File: config.mk
export PLATFORM = sky130hd
export DESIGN_NAME = write_once_programmer
export DESIGN_NICKNAME = d
export VERILOG_FILES = /design/src/rtl/write_once_programmer.sv
export SDC_FILE = /design/constraint.sdc
export NUM_CORES = 1
export LEC_CHECK = 0
export BUFFER_PORTS_ARGS = -buffer_cell sky130_fd_sc_hd__buf_2
export CORE_ASPECT_RATIO = 0.75
export CORE_MARGIN = 1
export CORE_UTILIZATION = 30
export DETAILED_ROUTE_END_ITERATION = 10
export GPL_ROUTABILITY_DRIVEN = 0
export PLACE_DENSITY_LB_ADDON = 0.05
export REMOVE_ABC_BUFFERS = 1
export SYNTH_ARGS = -nofsm -noshare
export SYNTH_HDL_FRONTEND = slang
export SYNTH_SLANG_ARGS = --single-unit
File: constraint.sdc
create_clock -name Clk -period 1.3 [get_ports Clk]
set_clock_uncertainty 0.1 [all_clocks]
set_input_delay 0 -clock Clk [delete_from_list [all_inputs] [get_ports Clk]]
set_output_delay 0 -clock Clk [all_outputs]
set_load 0.03 [all_outputs]
File: src/rtl/write_once_programmer.sv
// write_once_programmer: programs a write-once register, optional readback verify/retry under WRITE_ONCE_READBACK_CHECK_EN
module write_once_programmer #(
  parameter int DATA_WIDTH    = 16,
  parameter int SETTLE_CYCLES = 2,
  parameter int MAX_RETRY     = 3
) (
  input  logic                  Clk,
  input  logic                  ip_resetn,
  input  logic                  start,
  input  logic [DATA_WIDTH-1:0] Data_req,
  input  logic                  lock_req,
  input  logic [DATA_WIDTH-1:0] Reg_data_in,
  output logic                  write,
  output logic [DATA_WIDTH-1:0] Data_out,
  output logic                  busy,
  output logic                  done,
  output logic                  error,
  output logic [DATA_WIDTH-1:0] Status_out
);
`ifdef WRITE_ONCE_READBACK_CHECK_EN
  typedef enum logic [2:0] {IDLE, WRITE, SETTLE, READ, CHECK, DONE, ERROR} state_t;
  logic [2:0]            retry_q, retry_d;
  logic [DATA_WIDTH-1:0] status_q, status_d;
  logic                  error_q, error_d;
  logic                  match;
  logic                  unused;
  assign unused = Data_req[0];
`else
  typedef enum logic [2:0] {IDLE, WRITE, SETTLE, DONE} state_t;
  logic unused;
  assign unused = ^{Data_req[0], Reg_data_in};
`endif
  state_t                state_q, state_d;
  logic [3:0]            cnt_q, cnt_d;
  logic [DATA_WIDTH-1:0] data_q, data_d;
  logic                  write_q, write_d;
  logic                  done_q, done_d;
  logic                  accept;
  assign accept = state_q == IDLE && start;
`ifdef WRITE_ONCE_READBACK_CHECK_EN
  assign match = status_q == data_q;
`endif
  always_ff @(posedge Clk or negedge ip_resetn) begin
    if (!ip_resetn) begin
      state_q  <= IDLE;
      cnt_q    <= '0;
      data_q   <= '0;
      write_q  <= 1'b0;
      done_q   <= 1'b0;
`ifdef WRITE_ONCE_READBACK_CHECK_EN
      retry_q  <= '0;
      status_q <= '0;
      error_q  <= 1'b0;
`endif
    end else begin
      state_q  <= state_d;
      cnt_q    <= cnt_d;
      data_q   <= data_d;
      write_q  <= write_d;
      done_q   <= done_d;
`ifdef WRITE_ONCE_READBACK_CHECK_EN
      retry_q  <= retry_d;
      status_q <= status_d;
      error_q  <= error_d;
`endif
    end
  end
  always_comb begin
    state_d = state_q;
    case (state_q)
      IDLE:   state_d = start ? WRITE : IDLE;
      WRITE:  state_d = SETTLE;
`ifdef WRITE_ONCE_READBACK_CHECK_EN
      SETTLE: state_d = cnt_q == 4'd0 ? READ : SETTLE;
      READ:   state_d = CHECK;
      CHECK:  state_d = match ? DONE : retry_q < 3'(MAX_RETRY) ? WRITE : ERROR;
`else
      SETTLE: state_d = cnt_q == 4'd0 ? DONE : SETTLE;
`endif
      default: state_d = IDLE;
    endcase
  end
  // Registered outputs are computed from the next state so they line up with it.
  always_comb begin
    data_d   = accept ? {Data_req[DATA_WIDTH-1:1], lock_req} : data_q;
    write_d  = state_d == WRITE;
    done_d   = state_d == DONE;
    cnt_d    = state_q == WRITE ? 4'(SETTLE_CYCLES - 1) : state_q == SETTLE ? cnt_q - 4'd1 : cnt_q;
`ifdef WRITE_ONCE_READBACK_CHECK_EN
    retry_d  = accept ? 3'd0 : state_q == CHECK && !match && retry_q < 3'(MAX_RETRY) ? retry_q + 3'd1 : retry_q;
    status_d = state_q == READ ? Reg_data_in : status_q;
    error_d  = state_d == ERROR ? 1'b1 : accept ? 1'b0 : error_q;
`endif
  end
  assign write    = write_q;
  assign Data_out = data_q;
  assign busy     = state_q != IDLE;
  assign done     = done_q;
`ifdef WRITE_ONCE_READBACK_CHECK_EN
  assign error      = error_q;
  assign Status_out = status_q;
`else
  assign error      = 1'b0;
  assign Status_out = '0;
`endif
endmodule

# Word-level counts from Yosys, hierarchy flattened
# Cells that the tools add are included.
[op_classes]
add_sub_neg = 1
eq_ne = 4
n_mux = 5
reduce_logical = 5
[op_table]
columns = ["cell", "count"]
rows = [
  ["two-way mux 4 bit", 2],
  ["== test 3 x 1 -> 1 bit, second input constant", 2],
  ["== test 3 x 2 -> 1 bit, second input constant", 2],
  ["one-hot mux 2 bit (3 select lines)", 1],
  ["logical NOT 4 bit", 1],
  ["subtractor 4 x 1 -> 4 bit, second input constant", 1],
  ["logical NOT 3 bit", 1],
  ["nonzero test 3 bit", 1],
  ["two-way mux 1 bit", 2],
  ["nonzero test 2 bit", 1],
  ["logical AND 1 bit", 1],
]
[word_totals]
register_bits = 25
elab_cells = 20

# Longest topological paths before layout
[logic_depth]
word_depth = 4
mapped_depth = 5

# Worst setup path after synthesis
# No wires, ideal clock.
[synth_timing]
path_type = "register to register"
startpoint = "register state_q[0]"
endpoint = "register data_q[10] (netlist: Data_out[10])"
setup_time_ns = 0.125
t_arrival_ns = 1.194
path_slack_ns = -0.119
stages_incl_launch_ff = 6
synth_period_minus_slack_ns = 1.419
path_cell_list = "dfrtp_1 > inv_1 > ha_1 > nand2_4 > buf_12 > mux2_4"
[synth_between]
elab_chain_cells = 2
[synth_rtl]
columns = ["item", "line_no", "source"]
rows = [
  ["from (decl)", "33", "state_t state_q, state_d;"],
  ["from (signal assigned)", "56", "state_q <= state_d;"],
  ["logical NOT 3 bit", "39", "assign accept = state_q == IDLE && start;"],
  ["logical AND 1 bit", "39", ""],
  ["to (signal assigned)", "58", "data_q <= data_d;"],
  ["to (decl)", "35", "logic [DATA_WIDTH-1:0] data_q, data_d;"],
]
# No other way between the ends.
# A chain may end at the register's enable or synchronous reset.

# Worst setup path after layout
[layout_timing]
startpoint = "register state_q[0]"
endpoint = "register write_q (netlist: write)"
[layout_between]
elab_chain_cells = 3
[layout_rtl]
columns = ["item", "line_no", "source"]
rows = [
  ["== test 3 x 2 -> 1 bit, or another cell as far along", "70", "case (state_q)"],
  ["one-hot mux 2 bit (3 select lines) *", "70", ""],
  ["named net state_d[0]", "33", ""],
  ["== test 3 x 1 -> 1 bit *", "86", "write_d = state_d == WRITE;"],
  ["named net write_d", "36", "logic write_q, write_d;"],
  ["to (signal assigned)", "59", "write_q <= write_d;"],
  ["to (decl)", "36", ""],
]
# The timed path passes the listed nets; every way through them passes the cells marked *.

==> metrics.txt <==
outcome=finished, violations left; failing checks=negative setup slack; global route overflow=0; CTS tree=built; Fin Setup TNS=-0.408 ns; Fin Hold WS=approximately 0.13 ns; syn avg cell area=approximately 13 um2; maximum VDD drop=just over 0.001 V; Critical R2R Capture=write; final setup violating endpoints=19; detailed router's first-iteration violation count=23; hold_sp=start; via count=about 800; Nets=between 150 and 200; largest net degree at the start of global routing=25; Fmax=752 MHz; # IOs=slightly above 70; P&R area growth vs syn=49.4%; Worst Hold Class=primary input to flip-flop; layout cell share with drive strength beyond 1=about half; die area=4130 um2; Pre-antenna DRT Iters=3; Design Area, Final=roughly 1700 um2; clk root buf=clkbuf_8; Req. time, crit path=between 1 and 1.5 ns; worst r2r path cells=6; gr usage total=about 12%; crit path DAT=between 1 and 1.5 ns; Critical R2R Launch=state_q[0]; RSZ-0062 raised after global routing=true; Post-Synthesis Cells=87; startpoint types=flip-flop; most frequent cells in the layout=36 x buf_2, 24 x dfrtp_1, 17 x conb_1, 17 x dlygate4sd3_1, 11 x mux2_4; final worst slack=-0.0304 ns; vias per inst=slightly below 4; Initial Util=31.6%; initial antenna violation count=0; final antenna-violating net count=0; hold path endpoint=Data_out[3]; Final Hold Viols=0; Pleak=between 0.0008 and 0.0009 uW; r2r setup slk=-0.03 ns; DP HPWL=between 1000 and 1500 um; Rows=19; crit path kind=flip-flop to flip-flop; # diodes=0; Post-Syn Area=about 1200 um2; flops & latches, synth=24; Distinct cells, synth=19; post-DR wirelength/cell=around 11 um; Final period util=102%; die width=73.9 um; filler instances=about 340; Synth warnings=0; global-route wire length before repair=3800 um; most common cell after layout, fill and taps aside=buf_2; max incr delay on CP=0.41 ns; hold path cells=3; PortBufs=37; final max-slew violation count=0; worst rel slew slack=a little under two thirds; cell total after placement=around 180; post-synthesis sequential area ratio=51.6%; crit path max fanout=3; PD cells=2640 nW/um2; htree depth=1; kind of cell adding the most delay to the critical path=flip-flops; TritonCTS buffer count=3; Crit-path slowest cell=dfrtp_1; crit path cell chain=inv_2, buf_6, ha_4, nand4bb_1, a21oi_2, nor2b_1; Routed WL=roughly 2300 um; clk sinks=24; crit end category=flip-flop; Die Ht=55.9 um; Final min period=between 1 and 1.5 ns; Max Root-Sink Buffers=2; vias in the first global route=808; DRC viols=0; Slew @ Worst Pin=0.548 ns; clk slew on worst S/H paths=0.09 ns; placed cell areas=approximately 1400 um2; Non-Filler Instances=between 200 and 250; Max Cap Viol=0; CORE AREA=3680 um2; Clock Latency Late Sink=0.26 ns; Crit path buffers/inverters=2
[metal layers]
metal | track usage (%) | share of wire (%) | up-vias
li1 | - | - | 385
met1 | 16.6 | 48 | 384
met2 | 19.4 | 46 | 36
met3 | 3.80 | 5.3 | 2
met4 | 2.47 | 0.84 | 0
met5 | 0 | 0 | -
[power by group]
part / internal [uW] / switching (uW)
sequential: 1130 / 191
clock: 411 / 238
combinational: 1190 / 1430
total: 2730 / 1860
[metrics by stage]
stage                     setup WS [ns]  utilization, %  power, uW
after global routing             -0.119            47.2       4890
final                           -0.0304            47.2       4590
after CTS                       -0.0385            47.1       4600
after global placement           -0.152            37.8       3540
after detailed placement         -0.192            37.8       3570
after floorplan                  -0.122               -       2840
[final cells by class]
| class | instances | area [um2] | area share [%] |
|---|---|---|---|
| inverters | 5 | 18.8 | 1.08 |
| repair buffers | 63 | 440 | 25.3 |
| flip-flops and latches | 24 | 601 | 34.6 |
| well taps | 52 | 65.1 | 3.74 |
| clock buffers | 3 | 41.3 | 2.38 |
| multi-input cells | 57 | 542 | 31.2 |
| clock inverters | 1 | 30.0 | 1.73 |
[worst min-delay path, delay by kind of cell]
| family | cells | cell delay [ns] |
|---|---|---|
| buf+inv | 1 | 0.17 |
| simple gates | 1 | 0.13 |
| mux | 1 | 0.15 |
[state kept, by name, indices dropped and copies added (netlist names)]
name and cells:
Data_out 16, cnt_q 4, state_q 2, done 1, write 1
[kinds of logic (layout without fill, tap and decap cells)]
| kind of cell | after synthesis | in the layout | synth area share [%] |
|---|---|---|---|
| DFF | 24 | 24 | 51.6 |
| buffers and inverters | 23 | 72 | 14.3 |
| muxes | 17 | 17 | 19.7 |
| and+or+nand+nor | 11 | 12 | 5.81 |
| AOI/OAI and AO/OA | 6 | 6 | 2.90 |
| adders and majority gates | 5 | 5 | 5.38 |
| other | 1 | 17 | 0.322 |
[timing repair]
item / CTS / global route
resized for setup: 19 / 4
hold endpoints to repair: 40 / 0
cloned: 1 / 0
endpoints found under the setup margin: 23 / 23
pin swaps: 5 / 2
buffers inserted: 1 / 0
hold buffers: 17 / 0
[synthesized netlist by cell type]
library cell | n | share of area [%]
a21oi_1 | 1 | 0.43
a22o_1 | 1 | 0.75
and2_1 | 1 | 0.54
buf_12 | 1 | 1.7
buf_4 | 17 | 11
conb_1 | 1 | 0.32
dfrtp_1 | 24 | 52
ha_1 | 5 | 5.4
inv_1 | 5 | 1.6
mux2_2 | 7 | 6.8
mux2_4 | 10 | 13
nand2_1 | 2 | 0.65
nand2_4 | 1 | 0.97
nand2b_1 | 2 | 1.1
nand4bb_1 | 1 | 0.97
nor2_1 | 2 | 0.65
nor2b_1 | 1 | 0.54
nor3_1 | 1 | 0.43
o21ai_0 | 4 | 1.7
[worst max path at each step]
stage / startpoint / end / slack [ns] / cells after the start
after global routing: state_q[0] / write / -0.12 / 6
after detailed placement: state_q[0] / Data_out[1] / -0.19 / 4
after CTS: state_q[0] / Data_out[10] / -0.04 / 4
after global placement: state_q[0] / Data_out[3] / -0.15 / 4
after floorplan: state_q[0] / Data_out[0] / -0.12 / 4
final: state_q[0] / write / -0.03 / 6
Power figures use the tool's default switching activity.
